**config.mk**
```make
export PLATFORM = sky130hd
export DESIGN_NAME = pipeline_hazard_ctrl
export DESIGN_NICKNAME = d
export VERILOG_FILES = /design/src/rtl/pipeline_hazard_ctrl.sv
export SDC_FILE = /design/constraint.sdc
export NUM_CORES = 1
export LEC_CHECK = 0
export ABC_AREA = 1
export ABC_CLOCK_PERIOD_IN_PS = 2270
export BUFFER_PORTS_ARGS = -buffer_cell sky130_fd_sc_hd__clkbuf_2
export CAP_MARGIN = 20
export CORE_MARGIN = 2
export CORE_UTILIZATION = 56
export CTS_CLUSTER_DIAMETER = 30
export DETAILED_ROUTE_END_ITERATION = 12
export HOLD_SLACK_MARGIN = 0.06
export PLACE_DENSITY = 0.88
export SYNTH_ARGS = -nofsm -noshare
export SYNTH_HDL_FRONTEND = slang
export SYNTH_SLANG_ARGS = --single-unit
export TNS_END_PERCENT = 30
```
**constraint.sdc**
```tcl
create_clock -name clock -period 2.27 [get_ports clock]
set_input_delay 0.227 -clock clock [delete_from_list [all_inputs] [get_ports clock]]
set_output_delay 0.227 -clock clock [all_outputs]
set_load 0.02 [all_outputs]
```
**src/rtl/pipeline_hazard_ctrl.sv**
```systemverilog
// pipeline_hazard_ctrl
//   Hazard and stall controller for the 5-stage core, sitting beside ID.
//   It turns load-use, store->load, mul/div, memory-wait and redirect
//   conditions into per-stage write enables and bubble (NOP-insert) controls.
//   The controller also keeps state across cycles:
//     - a discard flag that squashes a fetch still in flight when a redirect
//       happens;
//     - a RUN/DWAIT FSM that counts consecutive dmem-wait cycles and raises a
//       sticky timeout;
//     - saturating performance counters for load-use stalls, memory stalls
//       and flushes.
//
// Ports
//   clock, reset          : rising-edge clock, synchronous active-high reset
//   ifid_*                : operand usage of the instruction in ID
//   idex_*                : destination / memory kind of the instruction in EX
//   imem_ready, dmem_ready: 1 = memory request completes this cycle
//   muldiv_busy           : multi-cycle mul/div is holding EX
//   jump, pc_src          : redirect from ID / from the branch-resolving stage
//   write_*               : pipeline register enables
//   bubble_*              : load a NOP into the register
//   fetch_discard         : the fetch completing this cycle is stale
//   mem_timeout           : sticky dmem-timeout flag
//   cnt_*                 : saturating performance counters
//   fsm_state             : debug view of the RUN(0)/DWAIT(1) FSM
//
// Ready semantics: a memory port is "done" in any cycle its ready input is
// high; there is no separate valid, so a low ready simply means "still busy".
module pipeline_hazard_ctrl #(
  parameter int REG_AW           = 5,
  parameter int BRANCH_STAGE     = 1,
  parameter int STORE_LOAD_STALL = 1,
  parameter int MEM_TIMEOUT      = 255,
  parameter int CNT_W            = 32
) (
  input  logic              clock,
  input  logic              reset,
  input  logic [REG_AW-1:0] ifid_rs1,
  input  logic [REG_AW-1:0] ifid_rs2,
  input  logic              ifid_use_rs1,
  input  logic              ifid_use_rs2,
  input  logic              ifid_memread,
  input  logic [REG_AW-1:0] idex_rd,
  input  logic              idex_memread,
  input  logic              idex_memwrite,
  input  logic              imem_ready,
  input  logic              dmem_ready,
  input  logic              muldiv_busy,
  input  logic              jump,
  input  logic              pc_src,
  output logic              write_pc,
  output logic              write_ifid,
  output logic              write_idex,
  output logic              write_exmem,
  output logic              write_memwb,
  output logic              bubble_ifid,
  output logic              bubble_idex,
  output logic              bubble_exmem,
  output logic              fetch_discard,
  output logic              mem_timeout,
  output logic [CNT_W-1:0]  cnt_load_use,
  output logic [CNT_W-1:0]  cnt_mem_stall,
  output logic [CNT_W-1:0]  cnt_flush,
  output logic              fsm_state
);

  localparam int WAIT_W = (MEM_TIMEOUT < 1) ? 1 : $clog2(MEM_TIMEOUT + 1);
  localparam logic [WAIT_W-1:0] WAIT_MAX = WAIT_W'(MEM_TIMEOUT);
  localparam logic [WAIT_W-1:0] WAIT_ONE = WAIT_W'(1);
  localparam logic [CNT_W-1:0]  CNT_ONE  = CNT_W'(1);

  typedef enum logic {RUN = 1'b0, DWAIT = 1'b1} state_t;

  state_t            state;
  logic [WAIT_W-1:0] wait_cnt;
  logic [WAIT_W-1:0] wait_nxt;
  logic              discard;

  logic load_use;
  logic sl_conflict;
  logic r_stall;   // rule 2: dmem wait freezes everything
  logic r_flush;   // rule 3: redirect from the branch stage
  logic r_hazard;  // rule 5: load-use or store->load stall

  assign load_use = idex_memread && (idex_rd != '0) &&
                    ((ifid_use_rs1 && (idex_rd == ifid_rs1)) ||
                     (ifid_use_rs2 && (idex_rd == ifid_rs2)));
  assign sl_conflict = (STORE_LOAD_STALL != 0) && ifid_memread && idex_memwrite;

  assign r_stall  = !reset && !dmem_ready;
  assign r_flush  = !reset && dmem_ready && pc_src;
  assign r_hazard = !reset && dmem_ready && !pc_src && !muldiv_busy &&
                    (load_use || sl_conflict);

  // The stale-fetch squash only overrides the lower-priority rules; reset,
  // a dmem freeze or a fresh redirect take precedence over it.
  assign fetch_discard = discard && imem_ready && !reset && dmem_ready && !pc_src;

  assign fsm_state = state;

  always_comb begin
    write_pc     = 1'b1;
    write_ifid   = 1'b1;
    write_idex   = 1'b1;
    write_exmem  = 1'b1;
    write_memwb  = 1'b1;
    bubble_ifid  = 1'b0;
    bubble_idex  = 1'b0;
    bubble_exmem = 1'b0;
    if (reset) begin
      {write_pc, write_ifid, write_idex, write_exmem, write_memwb} = 5'b00000;
      {bubble_ifid, bubble_idex, bubble_exmem} = 3'b111;
    end else if (!dmem_ready) begin
      // Frozen pipeline: pc_src/jump are held upstream and replayed later.
      {write_pc, write_ifid, write_idex, write_exmem, write_memwb} = 5'b00000;
    end else if (pc_src) begin
      write_pc     = 1'b1;
      bubble_ifid  = 1'b1;
      bubble_idex  = 1'b1;
      bubble_exmem = (BRANCH_STAGE == 1);
    end else begin
      if (muldiv_busy) begin
        write_pc     = 1'b0;
        write_ifid   = 1'b0;
        write_idex   = 1'b0;
        bubble_exmem = 1'b1;
      end else if (load_use || sl_conflict) begin
        write_pc    = 1'b0;
        write_ifid  = 1'b0;
        bubble_idex = 1'b1;
      end else if (jump) begin
        write_pc    = 1'b1;
        bubble_ifid = 1'b1;
      end else if (!imem_ready) begin
        write_pc    = 1'b0;
        bubble_ifid = 1'b1;
      end
      if (fetch_discard) begin
        write_pc    = 1'b0;
        bubble_ifid = 1'b1;
      end
    end
  end

  // Length of the current dmem-wait run, saturating at MEM_TIMEOUT.
  always_comb begin
    wait_nxt = '0;
    if (!dmem_ready) begin
      wait_nxt = (wait_cnt == WAIT_MAX) ? wait_cnt : wait_cnt + WAIT_ONE;
    end
  end

  always_ff @(posedge clock) begin
    if (reset) begin
      state         <= RUN;
      wait_cnt      <= '0;
      mem_timeout   <= 1'b0;
      discard       <= 1'b0;
      cnt_load_use  <= '0;
      cnt_mem_stall <= '0;
      cnt_flush     <= '0;
    end else begin
      case (state)
        RUN: begin
          if (!dmem_ready) state <= DWAIT;
        end
        DWAIT: begin
          if (dmem_ready) state <= RUN;
        end
        default: state <= RUN;
      endcase
      wait_cnt <= wait_nxt;
      if (wait_nxt == WAIT_MAX) mem_timeout <= 1'b1;

      // A redirect with the fetch still outstanding marks that fetch stale;
      // a redirect while already stale keeps the flag.
      if (r_flush && !imem_ready) discard <= 1'b1;
      else if (fetch_discard)     discard <= 1'b0;

      if (r_hazard && (cnt_load_use != '1))  cnt_load_use  <= cnt_load_use + CNT_ONE;
      if (r_stall  && (cnt_mem_stall != '1)) cnt_mem_stall <= cnt_mem_stall + CNT_ONE;
      if (r_flush  && (cnt_flush != '1))     cnt_flush     <= cnt_flush + CNT_ONE;
    end
  end

endmodule

```
==> summary.md <==
| Metric | Value |
|---|---|
| Diodes inserted | `0` |
| Placed cell area | `just under 0.008 mm^2` |
| Antenna violations before repair | `0` |
| Fraction of layout cells with a size suffix above 1 | `between 10% and 20%` |
| Clock tree from TritonCTS | `built` |
| Number of top-level design ports | `around 130` |
| Cell-by-cell listing of the critical path | `ha_1, inv_1, nor2_2, nand2_2, nor2_4, nand3_4, nand3_2, nand2_1, nand2_1, nor2_1` |
| Category of the worst setup path capture point | `flop` |
| Critical path's most frequent cell | `nand2_1` |
| CP max stage delay | `~0.40 ns` |
| Post-Route Skew | `a little over 0.009 ns` |
| Number of rows created at floorplan | `40` |
| Setup slack after placement | `around 0.19 ns` |
| Final routed wirelength across all metal layers | `19000 um` |
| Average detailed-routed wire length per instance | `about 13 um` |
| Pleak | `around 3.4 nW` |
| GPL Wtd Cong | `between 1 and 1.5` |
| Clk_lat worst skew | `around 0.36 ns` |
| Wire length of the first global-routing pass | `~31000 um` |
| Gr usage total | `between 20 and 30%` |
| CTS Root Cell | `clkbuf_16` |
| Vias/cell | `5.31` |
| Antenna viol nets, final | `0` |
| Finish-stage setup viols | `0` |
| Destination of the worst hold path | `wait_cnt[5]` |
| Post-synth EDFFs | `0` |
| Fraction of synthesis flops using an asynchronous set or reset pin | `0%` |
| Die boundary height | `around 120 um` |
| Number of DRC violations after detailed routing | `0` |
| Critical register-to-register path endpoint | `cnt_load_use[0]` |
| Final #Nets | `about 1300` |
| Setup slack of the most critical reg-to-reg path | `roughly 0.17 ns` |
| RSZ-0062 raised after global routing | `true` |
| Final count of hold timing violations | `0` |
| Max Transition Viols Final | `0` |
| Average instance area after synthesis | `~6.1 um^2` |
| Setup WS post-layout | `~0.17 ns` |
| Crit Path Category | `reg2reg` |
| Via count of the routed design | `7711` |
| Horizontal extent of the die | `around 120 um` |
| Number of different library cells in the post-synthesis netlist | `35` |
| Share of Yosys cell area claimed by the top area cell type | `approximately 31%` |
| Slew at the pin with the worst max-slew slack | `a little over 0.9 ns` |
| Total of flip-flops plus latches after synthesis | `between 100 and 150` |
| Post-layout power | `approximately 4 mW` |
| Filler instances | `~1100` |
| Smallest hold slack | `between 0.2 and 0.25 ns` |
| Arrival time of the worst setup path | `2.35 ns` |
| Cell count after placement | `between 1000 and 1500` |
| Total Die Area | `0.0133 mm^2` |
| Estimated wirelength of the detail-placed design | `14100 um` |
| Vias in the first global route | `around 6600` |
| Hold-fix buffers, CTS | `0` |
| Launching point of the worst reg2reg path | `cnt_load_use[1]` |
| Clock transition time at the flip-flop clock pins of the worst setup and hold paths | `0.07 ns` |
| Fmax | `roughly 0.48 GHz` |
| Total number of H-tree levels | `3` |
| Worst IR Drop VDD | `0.000366 V` |
| Register area share after synthesis | `about 31%` |
| Sinks on Clock Net | `107` |
| DRT Pass-1 Iters | `5` |
| Max-cap violations | `0` |
| Family with the most delay on the worst path | `simple AND/OR/NAND/NOR gates` |
| TritonCTS Buffers | `9` |
| Power density over the cells | `approximately 500 mW/mm^2` |
| Growth of design area from synthesis to finish | `17.9%` |
| Post-Synthesis Net Count | `1174` |
| Std-Cell Core Area | `~0.012 mm^2` |
| Largest net degree at the start of global routing | `82` |
| Critical path data required time | `2.52 ns` |
| Total of warnings raised by yosys | `0` |
| R2R depth | `10` |
| Shortest clock period the worst path allows after layout | `around 2.1 ns` |
| Largest fanout on the critical path | `22` |
| Synth Instances | `approximately 1100` |
| Most used flip-flop cell after synthesis | `dfxtp_1` |
| Cell with the biggest individual delay on the critical path | `dfxtp_1` |
| Number of standard cells in the layout, taps in and fillers out | `1453` |
| Remaining global-route overflow | `0` |
| Part of the cycle the worst path needs | `slightly above 90%` |
| CP startpoint kind | `flop` |
| Slew HR | `between 30% and 40%` |
| Syn Std Cell Area | `0.00692 mm^2` |
| Cell types occupying the most area after synthesis | `dfxtp_1 (31%), nand2_1 (21%), nor2_1 (9.2%)` |
| Hold Path Class | `in2reg` |
| # port buffers | `133` |
| Hold Path Cell Cnt | `4` |
| Result of the run | `completed` |
| Cell type with the largest total area after synthesis | `dfxtp_1` |
| Initial core utilization | `a little under three fifths` |
| Number of design-rule violations left by the first detailed-router iteration | `~620` |
| Post-route cell area | `roughly 0.0082 mm^2` |
| Buffer depth of the longest clock path | `2` |
| CP Buf/Inv Count | `1` |
| Hold path startpoint | `dmem_ready` |
registers in the layout, indices dropped and copies added, names as in the netlist:
register and count:
cnt_mem_stall 32, wait_cnt 8, cnt_flush 32, fsm_state 1, cnt_load_use 32, mem_timeout 1, discard 1
where the power goes:
part	switching [mW]	leakage (nW)	internal (mW)	total, mW
clock	0.758	0.172	1.09	1.85
combinational	0.179	2.38	0.0710	0.250
sequential	0.00911	0.863	1.88	1.89
what timing repair did:
action                                 in CTS  in global routing
endpoints found under the hold margin       0                  0
setup endpoints to repair                   0                 22
buffers inserted                            0                  0
gates resized for setup                     0                  1
through the flow:
stage | util, % | TNS, ns
3_5_place_dp | 64.7 | 0
3_3_place_gp | 64.7 | 0
5_1_grt | 67.7 | -0.0207
4_1_cts | 67.6 | 0
6_report | 67.7 | 0
2_1_floorplan | - | 0
cell usage in the layout (no fill, tap or decap), types with 9 or more instances in the layout:
cell       Yosys  routed
inv_1        109     109
clkbuf_2       0     132
nand2_1      394     394
xnor2_1       11      11
dfxtp_1      107     107
xor2_1        35      35
nand3_1       48      48
nand3b_1      12      12
nor2_1       170     170
nand4_1       46      46
nor3_1        35      35
o21ai_0       22      22
buf_4          6      30
clkbuf_16      0       9
a21oi_1       74      74
per-layer routing:
layer | vias up | track usage [%] | wire (um)
met4 | 0 | 9.80 | 405
li1 | 3921 | - | -
met3 | 37 | 5.48 | 1280
met2 | 307 | 46.9 | 9010
met5 | - | 0 | 0
met1 | 3446 | 38.0 | 8350
synthesized netlist by cell type, types with 3 or more instances:
master	count
o21ai_0	22
nor2_1	170
ha_1	4
nand3_1	48
buf_2	15
inv_2	4
nand4_1	46
xnor2_1	11
dfxtp_1	107
a21boi_0	3
xor2_1	35
buf_4	6
nand2_1	394
clkbuf_1	13
nand3b_1	12
nand2_2	4
nor3_2	7
nor2_2	4
a21oi_2	4
nor3_1	35
a21oi_1	74
inv_1	109
worst max path at each step:
stage | depth (start not counted) | end | slack (ns) | startpoint
6_report | 10 | cnt_load_use[0] | 0.17 | cnt_load_use[1]
2_1_floorplan | 10 | cnt_load_use[14] | 0.38 | cnt_load_use[1]
4_1_cts | 10 | cnt_load_use[0] | 0.10 | cnt_load_use[1]
3_5_place_dp | 9 | cnt_load_use[2] | 0.19 | cnt_load_use[1]
5_1_grt | 12 | cnt_mem_stall[20] | -0.02 | cnt_mem_stall[1]
3_3_place_gp | 10 | cnt_load_use[0] | 0.32 | cnt_load_use[1]
worst min-delay path: stages:
cell and delay [ns]:
clkbuf_2 0.10, inv_2 0.09, nand2_1 0.08, nor2_1 0.03
logic make-up after synthesis:
group	count (synthesis)	share of synthesized area, %
flip-flops	107	30.9
buffers and inverters	150	9.24
AND/OR/NAND/NOR	730	45.2
XOR/XNOR	46	5.82
adder cells (fa/ha/maj)	4	0.723
AO/OA/AOI/OAI	106	8.10
area by class of cell:
type | count | area, um^2 | area share [%]
multi-input combinational | 886 | 4150 | 50.8
sequential | 107 | 2140 | 26.2
timing repair buffer | 163 | 891 | 10.9
inverter | 113 | 424 | 5.19
clock buffer | 9 | 225 | 2.76
tap | 168 | 210 | 2.57
clock inverter | 7 | 124 | 1.52
Power figures use the tool's default switching activity.
